[config.mk]
export PLATFORM = sky130hd
export DESIGN_NAME = line_win_scanner
export DESIGN_NICKNAME = d
export VERILOG_FILES = /design/src/rtl/line_win_scanner.sv
export SDC_FILE = /design/constraint.sdc
export NUM_CORES = 1
export LEC_CHECK = 0
export CAP_MARGIN = 20
export CORE_MARGIN = 2
export CORE_UTILIZATION = 25
export DETAILED_ROUTE_END_ITERATION = 8
export DONT_BUFFER_PORTS = 1
export GPL_TIMING_DRIVEN = 0
export PLACE_DENSITY = 0.46
export SYNTH_ARGS = -nofsm -noshare
export SYNTH_HDL_FRONTEND = slang
export SYNTH_SLANG_ARGS = --single-unit
[constraint.sdc]
create_clock -name clk -period 3.1 [get_ports clk]
set_clock_uncertainty 0.15 [all_clocks]
set_input_delay 0.155 -clock clk [delete_from_list [all_inputs] [get_ports clk]]
set_output_delay 0.155 -clock clk [all_outputs]
set_load 0.05 [all_outputs]
[src/rtl/line_win_scanner.sv]
// Sequential SIZE x SIZE line-win scanner: snapshots the board on start, tests one line per clock.
// Optional LINE_WIN_MULTI_EN: always scans all lines and flags boards with two or more winning lines.
module line_win_scanner #(
  parameter int SIZE = 3,
  localparam int NL = 2*SIZE + 2,
  localparam int LW = $clog2(2*SIZE + 2)
) (
  input  logic                     clk,
  input  logic                     rst,
  input  logic                     start,
  input  logic [2*SIZE*SIZE-1:0]   board,
  output logic                     busy,
  output logic                     done,
  output logic                     winner,
  output logic [1:0]               who_win,
  output logic [LW-1:0]            win_line,
  output logic                     draw
`ifdef LINE_WIN_MULTI_EN
  ,output logic                    multi_win
`endif
);

  typedef enum logic [1:0] {IDLE, SCAN, DONE} state_t;

  state_t                   state_reg, state_next;
  logic [LW-1:0]            line_idx_reg, line_idx_next;
  logic [2*SIZE*SIZE-1:0]   snapshot_reg, snapshot_next;
  logic                     winner_reg, winner_next;
  logic [1:0]               who_win_reg, who_win_next;
  logic [LW-1:0]            win_line_reg, win_line_next;
  logic                     draw_reg, draw_next;
`ifdef LINE_WIN_MULTI_EN
  logic                     multi_reg, multi_next;
`endif

  logic [NL-1:0]            line_win;
  logic [1:0]               line_val [NL];
  logic                     board_full;

  // Per-line cell gather: rows, then columns, then main and anti diagonal.
  genvar gi, gj;
  generate
    for (gi = 0; gi < NL; gi++) begin : g_line
      logic [2*SIZE-1:0] cells;
      logic              same;
      for (gj = 0; gj < SIZE; gj++) begin : g_cell
        localparam int IDX = (gi < SIZE)   ? gi*SIZE + gj :
                             (gi < 2*SIZE) ? gj*SIZE + (gi - SIZE) :
                             (gi == 2*SIZE) ? gj*SIZE + gj :
                                              gj*SIZE + SIZE - 1 - gj;
        assign cells[2*gj +: 2] = snapshot_reg[2*IDX +: 2];
      end
      always_comb begin
        same = 1'b1;
        for (int j = 1; j < SIZE; j++) begin
          if (cells[2*j +: 2] != cells[1:0]) same = 1'b0;
        end
      end
      assign line_win[gi] = same && (cells[1:0] == 2'b01 || cells[1:0] == 2'b10);
      assign line_val[gi] = cells[1:0];
    end
  endgenerate

  // A cell is a real move only when exactly one of its two bits is set.
  always_comb begin
    board_full = 1'b1;
    for (int k = 0; k < SIZE*SIZE; k++) begin
      if (snapshot_reg[2*k] == snapshot_reg[2*k+1]) board_full = 1'b0;
    end
  end

  always_ff @(posedge clk or posedge rst) begin
    if (rst) begin
      state_reg    <= IDLE;
      line_idx_reg <= '0;
      snapshot_reg <= '0;
      winner_reg   <= 1'b0;
      who_win_reg  <= 2'b00;
      win_line_reg <= '0;
      draw_reg     <= 1'b0;
`ifdef LINE_WIN_MULTI_EN
      multi_reg    <= 1'b0;
`endif
    end else begin
      state_reg    <= state_next;
      line_idx_reg <= line_idx_next;
      snapshot_reg <= snapshot_next;
      winner_reg   <= winner_next;
      who_win_reg  <= who_win_next;
      win_line_reg <= win_line_next;
      draw_reg     <= draw_next;
`ifdef LINE_WIN_MULTI_EN
      multi_reg    <= multi_next;
`endif
    end
  end

  always_comb begin
    state_next    = state_reg;
    line_idx_next = line_idx_reg;
    snapshot_next = snapshot_reg;
    winner_next   = winner_reg;
    who_win_next  = who_win_reg;
    win_line_next = win_line_reg;
    draw_next     = draw_reg;
`ifdef LINE_WIN_MULTI_EN
    multi_next    = multi_reg;
`endif
    case (state_reg)
      IDLE: begin
        if (start) begin
          snapshot_next = board;
          line_idx_next = '0;
          winner_next   = 1'b0;
          who_win_next  = 2'b00;
          win_line_next = '0;
          draw_next     = 1'b0;
`ifdef LINE_WIN_MULTI_EN
          multi_next    = 1'b0;
`endif
          state_next    = SCAN;
        end
      end
      SCAN: begin
`ifdef LINE_WIN_MULTI_EN
        // Keep the first (lowest-index) win; any later win marks a multi-win board.
        if (line_win[line_idx_reg]) begin
          if (!winner_reg) begin
            winner_next   = 1'b1;
            who_win_next  = line_val[line_idx_reg];
            win_line_next = line_idx_reg;
          end else begin
            multi_next = 1'b1;
          end
        end
        if (line_idx_reg == LW'(NL-1)) begin
          draw_next  = !winner_next && board_full;
          state_next = DONE;
        end else begin
          line_idx_next = line_idx_reg + LW'(1);
        end
`else
        if (line_win[line_idx_reg]) begin
          winner_next   = 1'b1;
          who_win_next  = line_val[line_idx_reg];
          win_line_next = line_idx_reg;
          state_next    = DONE;
        end else if (line_idx_reg == LW'(NL-1)) begin
          draw_next  = board_full;
          state_next = DONE;
        end else begin
          line_idx_next = line_idx_reg + LW'(1);
        end
`endif
      end
      DONE:    state_next = IDLE;
      default: state_next = IDLE;
    endcase
  end

  assign busy     = (state_reg != IDLE);
  assign done     = (state_reg == DONE);
  assign winner   = winner_reg;
  assign who_win  = who_win_reg;
  assign win_line = win_line_reg;
  assign draw     = draw_reg;
`ifdef LINE_WIN_MULTI_EN
  assign multi_win = multi_reg;
`endif

endmodule

==> qor.yml <==
routing:
  detailed_route_drc_error_count: 0
  detail_route.vias_per_cell: 4.621
  drt-initial-drc-count: 66
  vias: 1548
  wl_per_cell_um: 13.97
  totalWireLength_um: 4679
  drt-pass1-iter-count: 5
  route.antenna.remaining_nets: 0
setup_path:
  crit_path_start_kind: "flip-flop"
  worst-endpoint-required_ps: 3110
  crit_path_max_fanout: 9
  path_cells: "clkbuf_1 > nor4bb_1 > a221oi_1 > o21ai_0 > a32oi_4 > nand2_4 > mux2_4"
  ff2ff_path_depth: 7
  data_arrival_critical_path_ps: 2390
  setup.worst_path.end_class: "flip-flop"
  reg_to_reg_setup_timing_slack_ps: 730
  slowest_stage: "clkbuf_1"
  worst-setup-path-type: "reg -> reg"
  max_stage_delay_ps: 350
die:
  coreArea_um2: 7292
  die_h_um: 90.85
  floorplan.initialDensity_pct: 25.86
  dieArea_um2: 8253
  rows: 31
  die_width_um: 90.85
  top_level_ports: 30
logic_synthesis:
  netlist_instances: 210
  synthDistinctLibCells: 49
  post_synth_main_area_contributors: "dfrtp_1 40%, nand2_1 13%, mux2i_1 5.3%"
  synth.cell_area_um2: 1886
  synth.most_common_cell: "nand2_1"
  number_of_enable_type_register_cells_in_the_synthesized_netlist: 0
  async_flop_share_pct: 100.0
  synth_top_flop_cell: "dfrtp_1"
  yosys_warnings: 0
  syn_avg_cell_area_um2: 8.979
  synth_largest_area_cell: "dfrtp_1"
  synth_seq_cells: 30
  synth_largest_type_area_fraction_pct: 39.81
  postSynthNetCount: 233
  most_frequent_cells_after_synthesis: "66 x nand2_1, 30 x dfrtp_1, 10 x mux2i_1"
  seq_area_frac_synth_pct: 39.81
place:
  placement.cell_area_um2: 2037
  place_congestion: 0.8409
  post-place-cells: 310
  hpwlAfterDp_um: 3463
  input_output_buffers: 0
  place_worst_setup_slack_ps: 756.3
sta:
  setup_viol: 0
  rsz_0062_raised_after_global_routing: "no"
  slew_viol_final: 0
  worst_slack_ps: 726.9
  final_hold_viol_count: 0
  final_period_minus_worst_setup_slack_ps: 2373
  setup-tns-final_ps: 0
  fmaxAchievable_mhz: 421.4
  fin_hold_ws_ps: 103.0
  tightest_slew_ps: 919.6
  fin_crit_sh_pct: 76.55
  max_slew_margin_pct: 38.56
run:
  timing.max_cap.violations: 0
final_layout:
  layoutNonFillerInstCount: 335
  largest_register_ff_count: 18
  design_area_um2: 2310
  final_nets: 260
  filler_instances: 812
  n_antenna_cell: 0
  syn2layout_area_growth_pct: 22.50
  share_of_cells_above_drive_strength_1_pct: 10.59
  final_core_utilization_pct: 31.67
clock_network:
  cts_max_level: 2
  cts_tree: "yes"
  total_clock_buffers_created_by_cts: 5
  numClockSinks: 30
  clock_insertion_delay_worst_skew_ps: 280
  cts.repair_timing.setup_buffer_count: 0
  cts.path.max_buffers: 2
  cts.clk_slew.worst_paths_ps: 70
  cts.root.buffer_cell: "clkbuf_8"
global_routing:
  grt_pass1_vias: 1637
  grt_first_pass_wirelength_um: 8328
  grt_max_degree: 17
  aggregate_global_routing_overflow: 0
  grt.total_usage_pct: 12.63
  antenna_violations_before_repair: 0
pwr:
  p_total_mw: 2.359
  power.leakage_nw: 1.054
  power_density_nw_per_um2: 1021
  peakVddDrop_mv: 0.2261
min_path:
  min_delay_path_depth: 4
  hold_path.class: "in -> reg"
status:
  run_status: "complete, no violations"
## worst paths after layout
check | start | to
worst max-delay path | snapshot_reg[4]$_DFFE_PP0P_ | line_idx_reg[2]$_DFFE_PP0P_
worst min-delay path | start | draw$_DFFE_PP0P_
worst max register to register | snapshot_reg[4]$_DFFE_PP0P_ | line_idx_reg[2]$_DFFE_PP0P_
worst min register to register | snapshot_reg[13]$_DFFE_PP0P_ | snapshot_reg[13]$_DFFE_PP0P_
max in group asynchronous | rst | snapshot_reg[11]$_DFFE_PP0P_
min in group asynchronous | rst | snapshot_reg[2]$_DFFE_PP0P_
## per-layer routing
metal	vias up	GRT usage, %	wire length (µm)
li1	779	-	-
met1	734	16.77	2315
met2	28	20.02	2108
met3	7	3.506	182
met4	0	3.788	73
met5	-	0	0
## logic make-up after synthesis
| kind of cell | synth area share, % |
|---|---|
| buffers and inverters | 4.910 |
| adder cells (fa/ha/maj) | 1.327 |
| multiplexers | 7.499 |
| flip-flops | 39.81 |
| XOR/XNOR | 3.716 |
| AO/OA/AOI/OAI | 12.94 |
| AND/OR/NAND/NOR | 29.80 |
## power breakdown
part	switching [mW]	total, mW	internal [mW]
clock	0.145	0.316	0.171
combinational	0.677	1.19	0.511
sequential	0.294	0.855	0.561
total	1.12	2.36	1.24
## final cells by class
type | instances | area, µm² | share of cell area (%)
timing repair buffer | 20 | 217.7 | 9.426
sequential | 30 | 750.7 | 32.50
tap | 99 | 123.9 | 5.363
clock buffer | 6 | 82.58 | 3.575
inverter | 6 | 22.52 | 0.9751
multi-input combinational | 160 | 1042 | 45.12
buffer | 14 | 70.07 | 3.034
## cells in the final DEF, fill, tap and decap left out, types with 5 or more instances in the layout
cell           count
dlygate4sd3_1     19
nand2_1           66
dfrtp_1           30
clkbuf_8           6
inv_1              6
a211oi_1           5
mux2i_1           10
clkbuf_1           6
nor2b_1            5
xor2_1             7
nor2_1             6
## what timing repair did
item	CTS	global route
hold endpoints to repair	33	0
gates resized for setup	0	0
hold buffers	19	0
## worst max-delay path, delay by kind of cell (launching register included)
kind | cells | cell delay, ps
compound gates | 3 | 890
flops | 1 | 320
simple gates | 2 | 240
mux | 1 | 310
buf+inv | 1 | 350
(Power assumes the default switching activity.)
